==> src/rtl/clint_mem_responder.sv <==
// Core Local Interruptor bus responder: owns msip, ssip, mtime and mtimecmp,
// answers loads/stores with a one-cycle ack and exports the registers to the core.
module clint_mem_responder #(
  parameter int          DATA_SIZE      = 32,
  parameter int          CLOCK_CYCLES   = 1,
  parameter logic [63:0] MTIMECMP_RESET = 64'hFFFF_FFFF_FFFF_FFFF
) (
  input  logic                   clock,
  input  logic                   reset,
  input  logic                   rd_en,
  input  logic                   wr_en,
  input  logic [4:0]             addr,
  input  logic [DATA_SIZE/8-1:0] wr_strobe,
  input  logic [DATA_SIZE-1:0]   wr_data,
  output logic [DATA_SIZE-1:0]   rd_data,
  output logic                   ack,
  output logic [DATA_SIZE-1:0]   mem_msip,
  output logic [DATA_SIZE-1:0]   mem_ssip,
  output logic [63:0]            mem_mtime,
  output logic [63:0]            mem_mtimecmp
);

  localparam int STRB     = DATA_SIZE / 8;
  localparam int SLOT_LSB = (DATA_SIZE == 64) ? 3 : 2;
  localparam int PW       = (CLOCK_CYCLES > 1) ? $clog2(CLOCK_CYCLES) : 1;
  localparam logic [PW-1:0] PRESCALE_MAX = PW'(CLOCK_CYCLES - 1);

  typedef enum logic [1:0] {IDLE, ACK, WAIT} state_t;

  state_t               state, state_next;
  logic                 msip, ssip;
  logic [63:0]          mtime, mtimecmp;
  logic [PW-1:0]        prescaler;
  logic [2:0]           slot;
  logic                 sel_hi, sel_mtime, sel_mtimecmp;
  logic [5:0]           shamt;
  logic [DATA_SIZE-1:0] byte_mask, rd_mux;
  logic [63:0]          wmask, wdata;
  logic                 req, do_write, tick;

  assign slot = 3'(addr >> SLOT_LSB);

  // The 32-bit map splits each 64-bit timer register into lo/hi slots.
  // NOTE: every signal written in always_comb gets a default first, so no latch is inferred.
  always_comb begin
    sel_hi       = 1'b0;
    sel_mtime    = 1'b0;
    sel_mtimecmp = 1'b0;
    if (DATA_SIZE == 64) begin
      sel_mtime    = (slot == 3'd2);
      sel_mtimecmp = (slot == 3'd3);
    end else begin
      sel_mtime    = (slot[2:1] == 2'b01);
      sel_mtimecmp = (slot[2:1] == 2'b10);
      sel_hi       = slot[0];
    end
  end

  always_comb begin
    byte_mask = '0;
    for (int b = 0; b < STRB; b++) byte_mask[b*8 +: 8] = {8{wr_strobe[b]}};
  end

  assign shamt = sel_hi ? 6'd32 : 6'd0;
  assign wmask = 64'(byte_mask) << shamt;
  assign wdata = 64'(wr_data) << shamt;

  always_comb begin
    rd_mux = '0;
    case (slot)
      3'd0:    rd_mux = DATA_SIZE'(msip);
      3'd1:    rd_mux = DATA_SIZE'(ssip);
      default: begin
        if (sel_mtime)         rd_mux = DATA_SIZE'(mtime >> shamt);
        else if (sel_mtimecmp) rd_mux = DATA_SIZE'(mtimecmp >> shamt);
      end
    endcase
  end

  assign req      = (state == IDLE) && (rd_en || wr_en);
  assign do_write = req && wr_en;
  assign tick     = (prescaler == PRESCALE_MAX);

  // NOTE: sequential state uses non-blocking assignments so every register samples pre-edge values.
  always_ff @(posedge clock) begin
    if (!reset) state <= IDLE;
    else        state <= state_next;
  end

  always_comb begin
    state_next = state;
    case (state)
      IDLE:    if (rd_en || wr_en) state_next = ACK;
      ACK:     state_next = WAIT;
      WAIT:    if (!rd_en && !wr_en) state_next = IDLE;
      default: state_next = IDLE;
    endcase
  end

  always_comb begin
    ack = (state == ACK);
  end

  // A software write to mtime wins over a tick in the same cycle; the prescaler keeps running.
  always_ff @(posedge clock) begin
    if (!reset) begin
      msip      <= 1'b0;
      ssip      <= 1'b0;
      mtime     <= '0;
      mtimecmp  <= MTIMECMP_RESET;
      prescaler <= '0;
      rd_data   <= '0;
    end else begin
      prescaler <= tick ? '0 : prescaler + 1'b1;
      if (do_write && sel_mtime)  mtime <= (mtime & ~wmask) | (wdata & wmask);
      else if (tick)              mtime <= mtime + 64'd1;
      if (do_write && sel_mtimecmp) mtimecmp <= (mtimecmp & ~wmask) | (wdata & wmask);
      if (do_write && slot == 3'd0 && wr_strobe[0]) msip <= wr_data[0];
      if (do_write && slot == 3'd1 && wr_strobe[0]) ssip <= wr_data[0];
      if (req)                rd_data <= rd_mux;
      else if (state == ACK)  rd_data <= '0;
    end
  end

  assign mem_msip     = DATA_SIZE'(msip);
  assign mem_ssip     = DATA_SIZE'(ssip);
  assign mem_mtime    = mtime;
  assign mem_mtimecmp = mtimecmp;

endmodule

==> config.mk <==
export PLATFORM = sky130hd
export DESIGN_NAME = clint_mem_responder
export DESIGN_NICKNAME = d
export VERILOG_FILES = /design/src/rtl/clint_mem_responder.sv
export SDC_FILE = /design/constraint.sdc
export NUM_CORES = 1
export LEC_CHECK = 0
export ABC_AREA = 0
export ABC_CLOCK_PERIOD_IN_PS = 3400
export CORE_ASPECT_RATIO = 1.2
export CORE_MARGIN = 2
export CORE_UTILIZATION = 41
export CTS_BUF_LIST = sky130_fd_sc_hd__clkbuf_8
export DETAILED_ROUTE_END_ITERATION = 12
export PLACE_DENSITY = 0.67
export REMOVE_ABC_BUFFERS = 1
export SYNTH_ARGS = -nofsm -noshare
export SYNTH_HDL_FRONTEND = slang
export SYNTH_SLANG_ARGS = --single-unit
==> constraint.sdc <==
create_clock -name clock -period 3.4 [get_ports clock]
set_clock_uncertainty 0.1 [all_clocks]
set_input_delay 0.68 -clock clock [delete_from_list [all_inputs] [get_ports clock]]
set_output_delay 0.68 -clock clock [all_outputs]
set_load 0.01 [all_outputs]
# Yosys cells after proc, flatten, opt, wreduce, memory -nomap -nowiden
# Index checks and enable logic that the tools add are counted.
# Widths: inputs -> output; s select.
# op_classes
addsub,2
eq_ne,8
n_shift,4
n_mux,11
bitwise,6
reduce_logical,17
# ops
op,count
$and 64x64->64,3
$mux 32,4
$mux 64,2
$or 64x64->64,2
$shl 32x6->64,2
$shr 64x6->32,2
$add 64x1->64 const B,1
$not 64->64,1
$pmux 32 s2,1
$logic_and 1x1->1,9
$mux 6,1
$pmux 2 s3,1
$eq 2x1->1 const B,2
$eq 2x2->1 const B,2
$mux 2,2
$ne 2x1->1 const B,2
$reduce_and 2->1,2
$eq 3x1->1 const B,1
$logic_not 3->1,1
$logic_not 1->1,2
$logic_not 2->1,1
$ne 2x2->1 const B,1
$reduce_bool 2->1,1
$add 1x1->1 const B,1
$logic_or 1x1->1,1
# word_totals
register_bits,165
inputBits,45
wordCells,55

# Longest topological paths before layout
# Gate-level depths: netlist (run 1).
# logic_depth
word_depth,6
mapped_depth,9

# Least setup slack after synthesis (run 1)
# No wires, ideal clock.
# synth_path
kind,input-to-reg
from,input port addr[2]
to,register rd_data[17]
t_arrival_ns,2.424
setup_slack_ns,0.748
path_stages,8
path_buffers,4
cell_sequence,clkbuf_1 -> clkbuf_1 -> buf_1 -> buf_2 -> mux2i_1 -> o22ai_1 -> a22oi_1 -> nor2_1
# synth_via
elab_chain_len,6
elab_cells_between_ends,9
cone_classes,eq/ne (1); shift (2); mux (5); reduce/logical (1)
# synth_rtl
item,line_no,rtl
start: declaration,12,"input logic [4:0] addr,"
$mux 6,64,assign shamt = sel_hi ? 6'd32 : 6'd0;
$shr 64x6->32,75,else if (sel_mtimecmp) rd_mux = DATA_SIZE'(mtimecmp >> shamt);
$mux 32,75,
$mux 32,74,if (sel_mtime) rd_mux = DATA_SIZE'(mtime >> shamt);
$pmux 32 s2 (*),70,case (slot)
$mux 32 (*),120,if (req) rd_data <= rd_mux;
end signal: assignment,120,
end: declaration,15,"output logic [DATA_SIZE-1:0] rd_data,"
# Every way passes the cells marked *; elsewhere a longest branch is shown, timed or not.
# A chain may end at the register's enable or synchronous reset.

==> reports/results.tsv, run 1 <==
metric	value	unit
status	finished, final reports clean	
# rows	60	
Synth area leader	dfxtp_1	
CP Buf/Inv Count	0	
top cell family by delay on the critical path	simple AND/OR/NAND/NOR gates	
vias post-DR	9931	
critical path capture point type	register	
Mapped Area	9240	um^2
# clock sinks	165	
clock buffer depth	2	
post-CTS setup buffers	0	
fraction of registers with async set/reset	0	%
critical path type	register to register	
max-cap violations	0	
H-tree depth	4	
RSZ-0062 raised after global routing	no	
critical path launch point type	register	
core area	22300	um^2
Syn Area/Cell	7.68	um^2
Pins Over Slew Limit	0	
CP arrival	3.20	ns
dpl hpwl	24.9	mm
share of the synthesized area in the top cell type	35.8	%
first-pass GRT wire length	53.3	mm
DRC Markers	0	
Slew @ Worst Pin	0.826	ns
clock-pin slew on the worst setup and hold paths	0.09	ns
Max rail drop VDD	0.226	mV
synth unique cells	64	
Leak	4.81	nW
critical path fanouts, max	10	
critical path cell sequence	nand4_1 -> or4_1 -> or4_1 -> nor3_1 -> mux2i_1 -> o22ai_1	
Crit path top cell by count	or4_1	
Peak Freq	0.339	GHz
Primary FF master, synth	dfxtp_1	
I/O pins	270	
gpl congestion	0.960	
Place WS	0.133	ns
port bufs	205	
die area	23700	um^2
Post-Synthesis Cells	1203	
Synth Warn #	0	
CTS tree	built	
grt total ovfl	0	
Crit-path slowest cell	or4_1	
Die Width	141	um
vias in the first global route	9315	
die height	168	um
Area Overhead vs Synth	31.0	%
WL/cell	20.0	um
initial antenna violation count	0	
Hold Violations, Final	0	
Req. time, crit path	3.65	ns
ratio of cells with drive above 1 in the final layout	8.64	%
root buf cell	clkbuf_8	
hold_sp	rd_data[0]$_SDFFE_PN0P_	
initial core utilization	41.4	%
Vias/cell	5.83	
setup violators final	0	
Tot Pwr	4.49	mW
register area share after synthesis	35.8	%
1st-iter DRT viols	979	
Nets	1458	
total CTS buffers	17	
min-delay worst type	register to register	
pwr/cell area	371	nW/um^2
Synth area leaders	dfxtp_1 (36%), nand2_1 (8.7%), mux2i_1 (8.5%), nand3_1 (5.3%), buf_4 (5.2%)	
Pre-antenna DRT Iters	6	
FF+latch count, synth	165	
later-pin clock latency in the skew report	0.47	ns
Hold-fix buffers, CTS	0	
Slowest Stage Delay on Critical Path	0.61	ns
cts repair resizes	0	
Routed Antenna Nets	0	
final worst path period share	86.7	%
largest net degree at the start of global routing	51	
crit path time final	2.95	ns
Slew HR	44.9	%
overall global routing resource usage	28.3	%
# diodes	0	
Post-synth EDFFs	0	
worst setup margin	0.453	ns
Routed WL	34.1	mm
[path summary, 6_finish.rpt]
check | depth (start not counted) | to | slack, ns
worst max-delay path | 6 | register | 0.45
worst min-delay path | 2 | rd_data[0]$_SDFFE_PN0P_ | 0.37
worst max register to register | 6 | register | 0.45
worst min register to register | 2 | rd_data[0]$_SDFFE_PN0P_ | 0.37
[layout make-up]
cell class,count,area (um^2)
repair buffers,276,2600
fillers,2145,10200
multi-input cells,944,5350
well taps,279,349
inverters,8,30.0
clock buffers,20,275
flip-flops and latches,165,3300
clock inverters,11,196
[report_power, final]
group | total [mW] | switching (mW) | internal [mW]
sequential | 2.06 | 0.0731 | 1.99
clock | 1.72 | 0.786 | 0.936
combinational | 0.707 | 0.409 | 0.298
[synthesized netlist by cell type (2+ instances only)]
library cell / number
a211oi_1: 6
or2_2: 3
clkbuf_1: 69
a21boi_0: 2
buf_1: 8
a22oi_1: 37
a22o_1: 3
and2_1: 14
or4_1: 10
o21a_1: 6
and4_1: 9
dfxtp_1: 165
o211ai_1: 11
a32o_1: 2
o41a_1: 2
nand3_1: 97
a21o_1: 3
mux2i_1: 78
nor2b_1: 5
nor3_1: 21
o311ai_0: 2
o2bb2ai_1: 5
a221oi_1: 8
o22ai_1: 38
and3_1: 20
buf_2: 7
nor2_1: 93
or3_1: 11
a311oi_1: 3
a2bb2oi_1: 3
a21oi_1: 48
nand2b_1: 3
nor4_1: 13
nand2_1: 214
o31a_1: 3
o221ai_1: 4
mux2_2: 4
nand4_1: 27
inv_1: 8
a31oi_1: 17
buf_4: 64
o21ai_0: 34
xor2_1: 2
[kinds of logic after synthesis]
group / after synthesis / synth area share (%)
fa+ha+maj: 1 / 0.135
buf+inv: 156 / 9.04
flops: 165 / 35.8
mux: 82 / 8.94
xor+xnor: 2 / 0.190
simple gates: 550 / 28.2
compound gates: 246 / 17.7
other cells: 1 / 0.0406
[tightest hold or removal path, stage by stage (launching register included)]
cell,delay [ns]
dfxtp_1,0.32
nand2_1,0.05
a21oi_1,0.05
[metrics by stage]
step                instances  utilization [%]  hold WS [ns]  area [um^2]  TNS (ns)
floorplan                1117                -         0.381         8660     -1.27
global placement         1672             52.2         0.349        11600         0
detailed placement       1672             52.2         0.352        11600         0
CTS                      1703             54.3         0.365        12100         0
global route             1703             54.3         0.381        12100         0
finish                   1703             54.3         0.368        12100         0
[cell usage in the layout, fill, tap and decap left out, types with 4 or more instances in the layout]
cell / count
a31oi_1: 17
mux2i_1: 78
and3_1: 20
o2bb2ai_1: 5
a22oi_1: 37
nand4_1: 27
mux2_2: 4
or3_1: 11
nor3_1: 21
inv_1: 8
o22ai_1: 38
a211oi_1: 6
bufinv_16: 5
o221ai_1: 4
buf_4: 70
nand3_1: 97
a21oi_1: 47
conb_1: 63
and2_1: 14
o21ai_0: 34
or4_1: 10
nor2b_1: 5
dfxtp_1: 165
clkdlybuf4s50_1: 203
clkbuf_8: 20
nor4_1: 12
nand2_1: 214
o21a_1: 6
nor2_1: 93
a221oi_1: 8
o211ai_1: 11
and4_1: 9
[layer usage]
layer,vias to the layer above,routed length [um],global-route usage (%)
li1,4645,-,-
met1,4768,14300,36.6
met2,468,16900,49.5
met3,50,2200,4.15
met4,0,718,7.22
met5,-,0,0
(Power assumes the default switching activity.)
==> run 2, diff against run 1 <==
--- a/config.mk
+++ b/config.mk
@@ -6,12 +6,13 @@
 export NUM_CORES = 1
 export LEC_CHECK = 0
 export ABC_AREA = 0
-export ABC_CLOCK_PERIOD_IN_PS = 3400
+export ABC_CLOCK_PERIOD_IN_PS = 3700
 export CORE_ASPECT_RATIO = 1.2
 export CORE_MARGIN = 2
 export CORE_UTILIZATION = 41
 export CTS_BUF_LIST = sky130_fd_sc_hd__clkbuf_8
 export DETAILED_ROUTE_END_ITERATION = 12
+export MAX_ROUTING_LAYER = met4
 export PLACE_DENSITY = 0.67
 export REMOVE_ABC_BUFFERS = 1
 export SYNTH_ARGS = -nofsm -noshare
==> constraint.sdc (replaced) <==
create_clock -name clock -period 3.7 [get_ports clock]
set_clock_uncertainty 0.1 [all_clocks]
set_input_delay 0.74 -clock clock [delete_from_list [all_inputs] [get_ports clock]]
set_output_delay 0.74 -clock clock [all_outputs]
set_load 0.01 [all_outputs]
==> reports/results.tsv, run 2 (synthesis gave the netlist of run 1 again) <==
metric	value	unit	change
Die Width	141	um	unchanged
root buf cell	clkbuf_8		
# diodes	0		unchanged
overall global routing resource usage	28.8	%	+0.45 points
depth of the most critical reg-to-reg path	7		+1
dpl hpwl	24.8	mm	-0.38%
CP arrival	3.38	ns	+0.18 ns
# clock sinks	165		unchanged
worst setup margin	0.566	ns	+0.114 ns
first-pass GRT wire length	52.2	mm	-2.1%
Place WS	0.245	ns	+0.112 ns
grt total ovfl	0		unchanged
Slew @ Worst Pin	1.17	ns	+0.346 ns
Routed WL	33.8	mm	-0.95%
die area	23700	um^2	unchanged
gpl congestion	0.996		+3.8%
Peak Freq	0.319	GHz	-5.9%
Slowest Stage Delay on Critical Path	0.82	ns	+0.21 ns
ratio of cells with drive above 1 in the final layout	7.40	%	-1.2 points
clock-pin slew on the worst setup and hold paths	0.09	ns	about the same
Hold Path Depth	2		unchanged
vias post-DR	9810		-1.2%
post-CTS setup buffers	0		unchanged
final worst path period share	84.7	%	-2.0 points
critical path launch point type	register		
RSZ-0062 raised after global routing	no		
I/O pins	270		unchanged
core area	22300	um^2	unchanged
Setup TNS	0	ns	unchanged
min-delay worst type	register to register		
Worst Hold End	rd_data[0]$_SDFFE_PN0P_		
CP Buf/Inv Count	0		unchanged
critical path cell sequence	ha_1 -> and4_1 -> nand4_1 -> or4_1 -> nor2_1 -> mux2i_1 -> o22ai_1		
port bufs	205		unchanged
Leak	4.66	nW	-3.0%
top cell family by delay on the critical path	simple AND/OR/NAND/NOR gates		
Pins Over Slew Limit	0		unchanged
status	finished, final reports clean		
critical path fanouts, max	10		unchanged
most frequent cells in the layout	nand2_1 (214), clkdlybuf4s50_1 (203), dfxtp_1 (165), nand3_1 (97), nor2_1 (93)		
Hold Violations, Final	0		unchanged
Req. time, crit path	3.95	ns	+0.30 ns
pwr/cell area	316	nW/um^2	-15%
Area Overhead vs Synth	28.0	%	
Max rail drop VDD	0.218	mV	-3.3%
crit path time final	3.13	ns	+0.186 ns
Hold-fix buffers, CTS	0		unchanged
die height	168	um	unchanged
hold_sp	rd_data[0]$_SDFFE_PN0P_		
total CTS buffers	17		unchanged
later-pin clock latency in the skew report	0.48	ns	about the same
largest net degree at the start of global routing	43		-16%
H-tree depth	4		unchanged
Pre-antenna DRT Iters	5		-1
WHS	0.359	ns	-0.00932 ns
# rows	60		unchanged
Slew HR	21.5	%	-23 points
setup violators final	0		unchanged
critical path capture point type	register		
initial antenna violation count	0		unchanged
WL/cell	20.1	um	+0.11%
DRC Markers	0		unchanged
CTS tree	built		
Routed Antenna Nets	0		unchanged
initial core utilization	41.4	%	unchanged
Nets	1442		-1.1%
Vias/cell	5.82		-0.16%
1st-iter DRT viols	938		-4.2%
r2r setup slk	0.57	ns	+0.11 ns
dpl cells	1656		-0.96%
max-cap violations	0		unchanged
clock buffer depth	2		unchanged
vias in the first global route	9291		-0.26%
Non-Filler Instances	1685		-1.1%
cts repair resizes	0		unchanged
critical path type	register to register		
Crit-path slowest cell	or4_1		
commonest non-fill, non-tap cell in the layout	nand2_1		
## run 2: tightest hold or removal path: stages, from the launching register on
cell and delay, ns:
dfxtp_1 0.32, nand2_1 0.05, a21oi_1 0.05
## run 2: worst max-delay path by stage
stage,from,end,slack [ns],cells after the start
final,register,register,0.57,7
after global placement,wr_en,register,0.26,8
after CTS,register,register,0.58,7
after global routing,register,register,0.35,7
after floorplan,addr[4],register,0.04,6
after detailed placement,wr_en,register,0.25,8
## run 2: per-stage QoR
| stage | power (mW) | utilization (%) | instance area [um^2] |
|---|---|---|---|
| final | 3.74 | 53.0 | 11800 |
| after global routing | 3.88 | 53.0 | 11800 |
| after CTS | 3.75 | 53.0 | 11800 |
| after detailed placement | 2.57 | 51.6 | 11500 |
| after global placement | 2.56 | 51.6 | 11500 |
| after floorplan | 2.21 | - | 8660 |
## run 2: layout make-up
cell class / instances / area (um^2)
flip-flops and latches: 165 / 3300
inverters: 8 / 30.0
fillers: 2167 / 10500
multi-input cells: 944 / 5350
well taps: 279 / 349
clock inverters: 12 / 95.1
clock buffers: 17 / 234
repair buffers: 260 / 2470
## run 2: where the power goes
group          internal (mW)  switching, mW
combinational          0.266          0.370
clock                  0.509          0.690
sequential              1.83         0.0706
total                   2.60           1.13
## run 2: per-layer routing
metal / track usage, % / vias up / wire length, um
li1: - / 4625 / -
met1: 35.2 / 4661 / 14000
met2: 48.3 / 461 / 16700
met3: 3.90 / 63 / 2120
met4: 10.9 / 0 / 934
met5: - / - / 0
==> run 3, diff against run 2 <==
--- a/config.mk
+++ b/config.mk
@@ -6,14 +6,14 @@
 export NUM_CORES = 1
 export LEC_CHECK = 0
 export ABC_AREA = 0
-export ABC_CLOCK_PERIOD_IN_PS = 3700
+export ABC_CLOCK_PERIOD_IN_PS = 2600
 export CORE_ASPECT_RATIO = 1.2
 export CORE_MARGIN = 2
 export CORE_UTILIZATION = 41
 export CTS_BUF_LIST = sky130_fd_sc_hd__clkbuf_8
 export DETAILED_ROUTE_END_ITERATION = 12
 export MAX_ROUTING_LAYER = met4
-export PLACE_DENSITY = 0.67
+export PLACE_DENSITY = 0.7
 export REMOVE_ABC_BUFFERS = 1
 export SYNTH_ARGS = -nofsm -noshare
 export SYNTH_HDL_FRONTEND = slang
==> constraint.sdc (replaced) <==
create_clock -name clock -period 2.6 [get_ports clock]
set_clock_uncertainty 0.1 [all_clocks]
set_input_delay 0.52 -clock clock [delete_from_list [all_inputs] [get_ports clock]]
set_output_delay 0.52 -clock clock [all_outputs]
set_load 0.01 [all_outputs]
==> reports/results.tsv, run 3 (synthesis gave the netlist of run 1 again) <==
metric	value	unit	change
I/O pins	270		unchanged
final worst path period share	96.9	%	+12 points
met1 usage	36.3	%	+1.2 points
vias post-DR	10300		+4.9%
Seq pwr share	48.0	%	-2.9 points
Pre-antenna DRT Iters	7		+2
pwr/cell area	432	nW/um^2	+37%
overall global routing resource usage	30.3	%	+1.6 points
# diodes	0		unchanged
dpl hpwl	26.8	mm	+8.2%
status	finished, final reports clean		
# clock sinks	165		unchanged
critical path capture point type	register		
DRC Markers	0		unchanged
most frequent cells in the layout	nand2_1 (214), clkdlybuf4s50_1 (203), buf_4 (164), dfxtp_1 (163), nand3_1 (97)		
top cell family by delay on the critical path	simple AND/OR/NAND/NOR gates		
commonest non-fill, non-tap cell in the layout	nand2_1		
critical path launch point type	register		
Pins Over Slew Limit	0		unchanged
clock power share	33.6	%	+1.5 points
initial antenna violation count	0		unchanged
CTS tree	built		
grt total ovfl	0		unchanged
critical path fanouts, max	6		-4
ratio of cells with drive above 1 in the final layout	15.4	%	+8.0 points
die area	23700	um^2	unchanged
total CTS buffers	17		unchanged
Routed WL	35.7	mm	+5.6%
# rows	60		unchanged
Sequential cell area	3310	um^2	about the same
critical path cell sequence	nand4_1 -> buf_4 -> or4_1 -> or4_1 -> o21ai_0 -> o41a_1 -> o22ai_1		
hold_sp	rd_data[0]$_SDFFE_PN0P_		
die height	168	um	unchanged
Req. time, crit path	2.86	ns	-1.09 ns
post-route cell area	12900	um^2	+9.3%
Max rail drop VDD	0.351	mV	+61%
WL/cell	19.8	um	-1.5%
Crit path top cell by count	or4_1		
core area	22300	um^2	unchanged
H-tree depth	4		unchanged
CP arrival	2.78	ns	-0.60 ns
post-CTS setup buffers	0		unchanged
Peak Freq	0.397	GHz	+24%
Nets	1561		+8.3%
Net Sw Frac	31.2	%	+0.91 points
max-cap violations	0		unchanged
P_int	3.84	mW	+47%
Die Width	141	um	unchanged
Slew HR	56.7	%	+35 points
Combinational Power Share	18.4	%	+1.4 points
CP Buf/Inv Count	1		+1
root buf cell	clkbuf_8		
1st-iter DRT viols	848		-9.6%
met3 Use GR	3.44	%	-0.46 points
global route hottest layer	met2		
min-delay worst type	register to register		
dpl cells	1775		+7.2%
GRT met2 Usage	51.3	%	+3.1 points
critical path type	register to register		
P_sw	1.74	mW	+54%
Vias/cell	5.69		-2.2%
clock-pin slew on the worst setup and hold paths	0.10	ns	about the same
Placement Cell Area	12500	um^2	+8.9%
Non-Filler Instances	1807		+7.2%
Leak	5.34	nW	+15%
FILL cells	2043		-5.7%
vias in the first global route	9911		+6.7%
later-pin clock latency in the skew report	0.48	ns	about the same
Final Core Density	58.0	%	+4.9 points
clock buffer depth	2		unchanged
Routed Antenna Nets	0		unchanged
setup violators final	0		unchanged
first-pass GRT wire length	55.0	mm	+5.4%
Tot Pwr	5.58	mW	+49%
Slew @ Worst Pin	0.644	ns	-0.528 ns
port bufs	205		unchanged
largest net degree at the start of global routing	64		+49%
area of the multi-input gates	5370	um^2	+0.49%
gpl congestion	1.01		+1.8%
Area Overhead vs Synth	39.9	%	
Crit-path slowest cell	or4_1		
Slowest Stage Delay on Critical Path	0.54	ns	-0.28 ns
WHS	0.374	ns	+0.0153 ns
initial core utilization	41.4	%	unchanged
Hold Violations, Final	0		unchanged
crit path time final	2.52	ns	-0.614 ns
-- run 3: cell count changes in the layout (fill, tap and decap cells not counted), sizes merged --
cell	delta
clkinv	-1
inv	+6
clkinvlp	-2
buf	+119
-- run 3: final cells by class --
type	count	share of cell area, %
timing repair buffer	379	27.0
clock inverter	15	1.10
tap	279	2.70
sequential	165	25.6
clock buffer	17	1.81
inverter	8	0.232
multi-input combinational	944	41.6
-- run 3: worst min-delay path: cells and delay by family, from the launching register on --
| kind | cells | cell delay, ns |
|---|---|---|
| flops | 1 | 0.32 |
| compound gates | 1 | 0.06 |
| simple gates | 1 | 0.05 |
-- run 3: power by group through the flow --
stage	Clock (mW)	Sequential, mW	Combinational (mW)
detailed placement	0	2.74	1.01
finish	1.87	2.68	1.03
global placement	0	2.73	1.00
CTS	1.89	2.68	1.02
floorplan	0	2.77	0.371
global route	1.99	2.69	1.10
-- run 3: metal layers --
metal | vias up | part of all wire [%]
met3 | 86 | 5.1
met1 | 4924 | 42
met4 | 0 | 4.3
met2 | 418 | 49
li1 | 4861 | -
met5 | - | 0
-- run 3: final timing paths --
check / cells past startpoint / slack (ns) / endpoint
worst max-delay path: 7 / 0.08 / register
worst max register to register: 7 / 0.08 / register
worst min register to register: 2 / 0.37 / rd_data[0]$_SDFFE_PN0P_
worst min-delay path: 2 / 0.37 / rd_data[0]$_SDFFE_PN0P_
-- run 3: repair_timing --
item	in CTS	in global routing
gates resized for setup	0	7
endpoints found under the setup margin	0	10
hold buffers	0	0
-- run 3: through the flow --
| stage | setup WS [ns] | TNS (ns) |
|---|---|---|
| after floorplan | -0.838 | -45.67 |
| after global placement | -0.323 | -8.14 |
| after detailed placement | -0.324 | -10.09 |
| after CTS | 0.0442 | 0 |
| after global routing | -0.000913 | -0.000913 |
| final | 0.0805 | 0 |
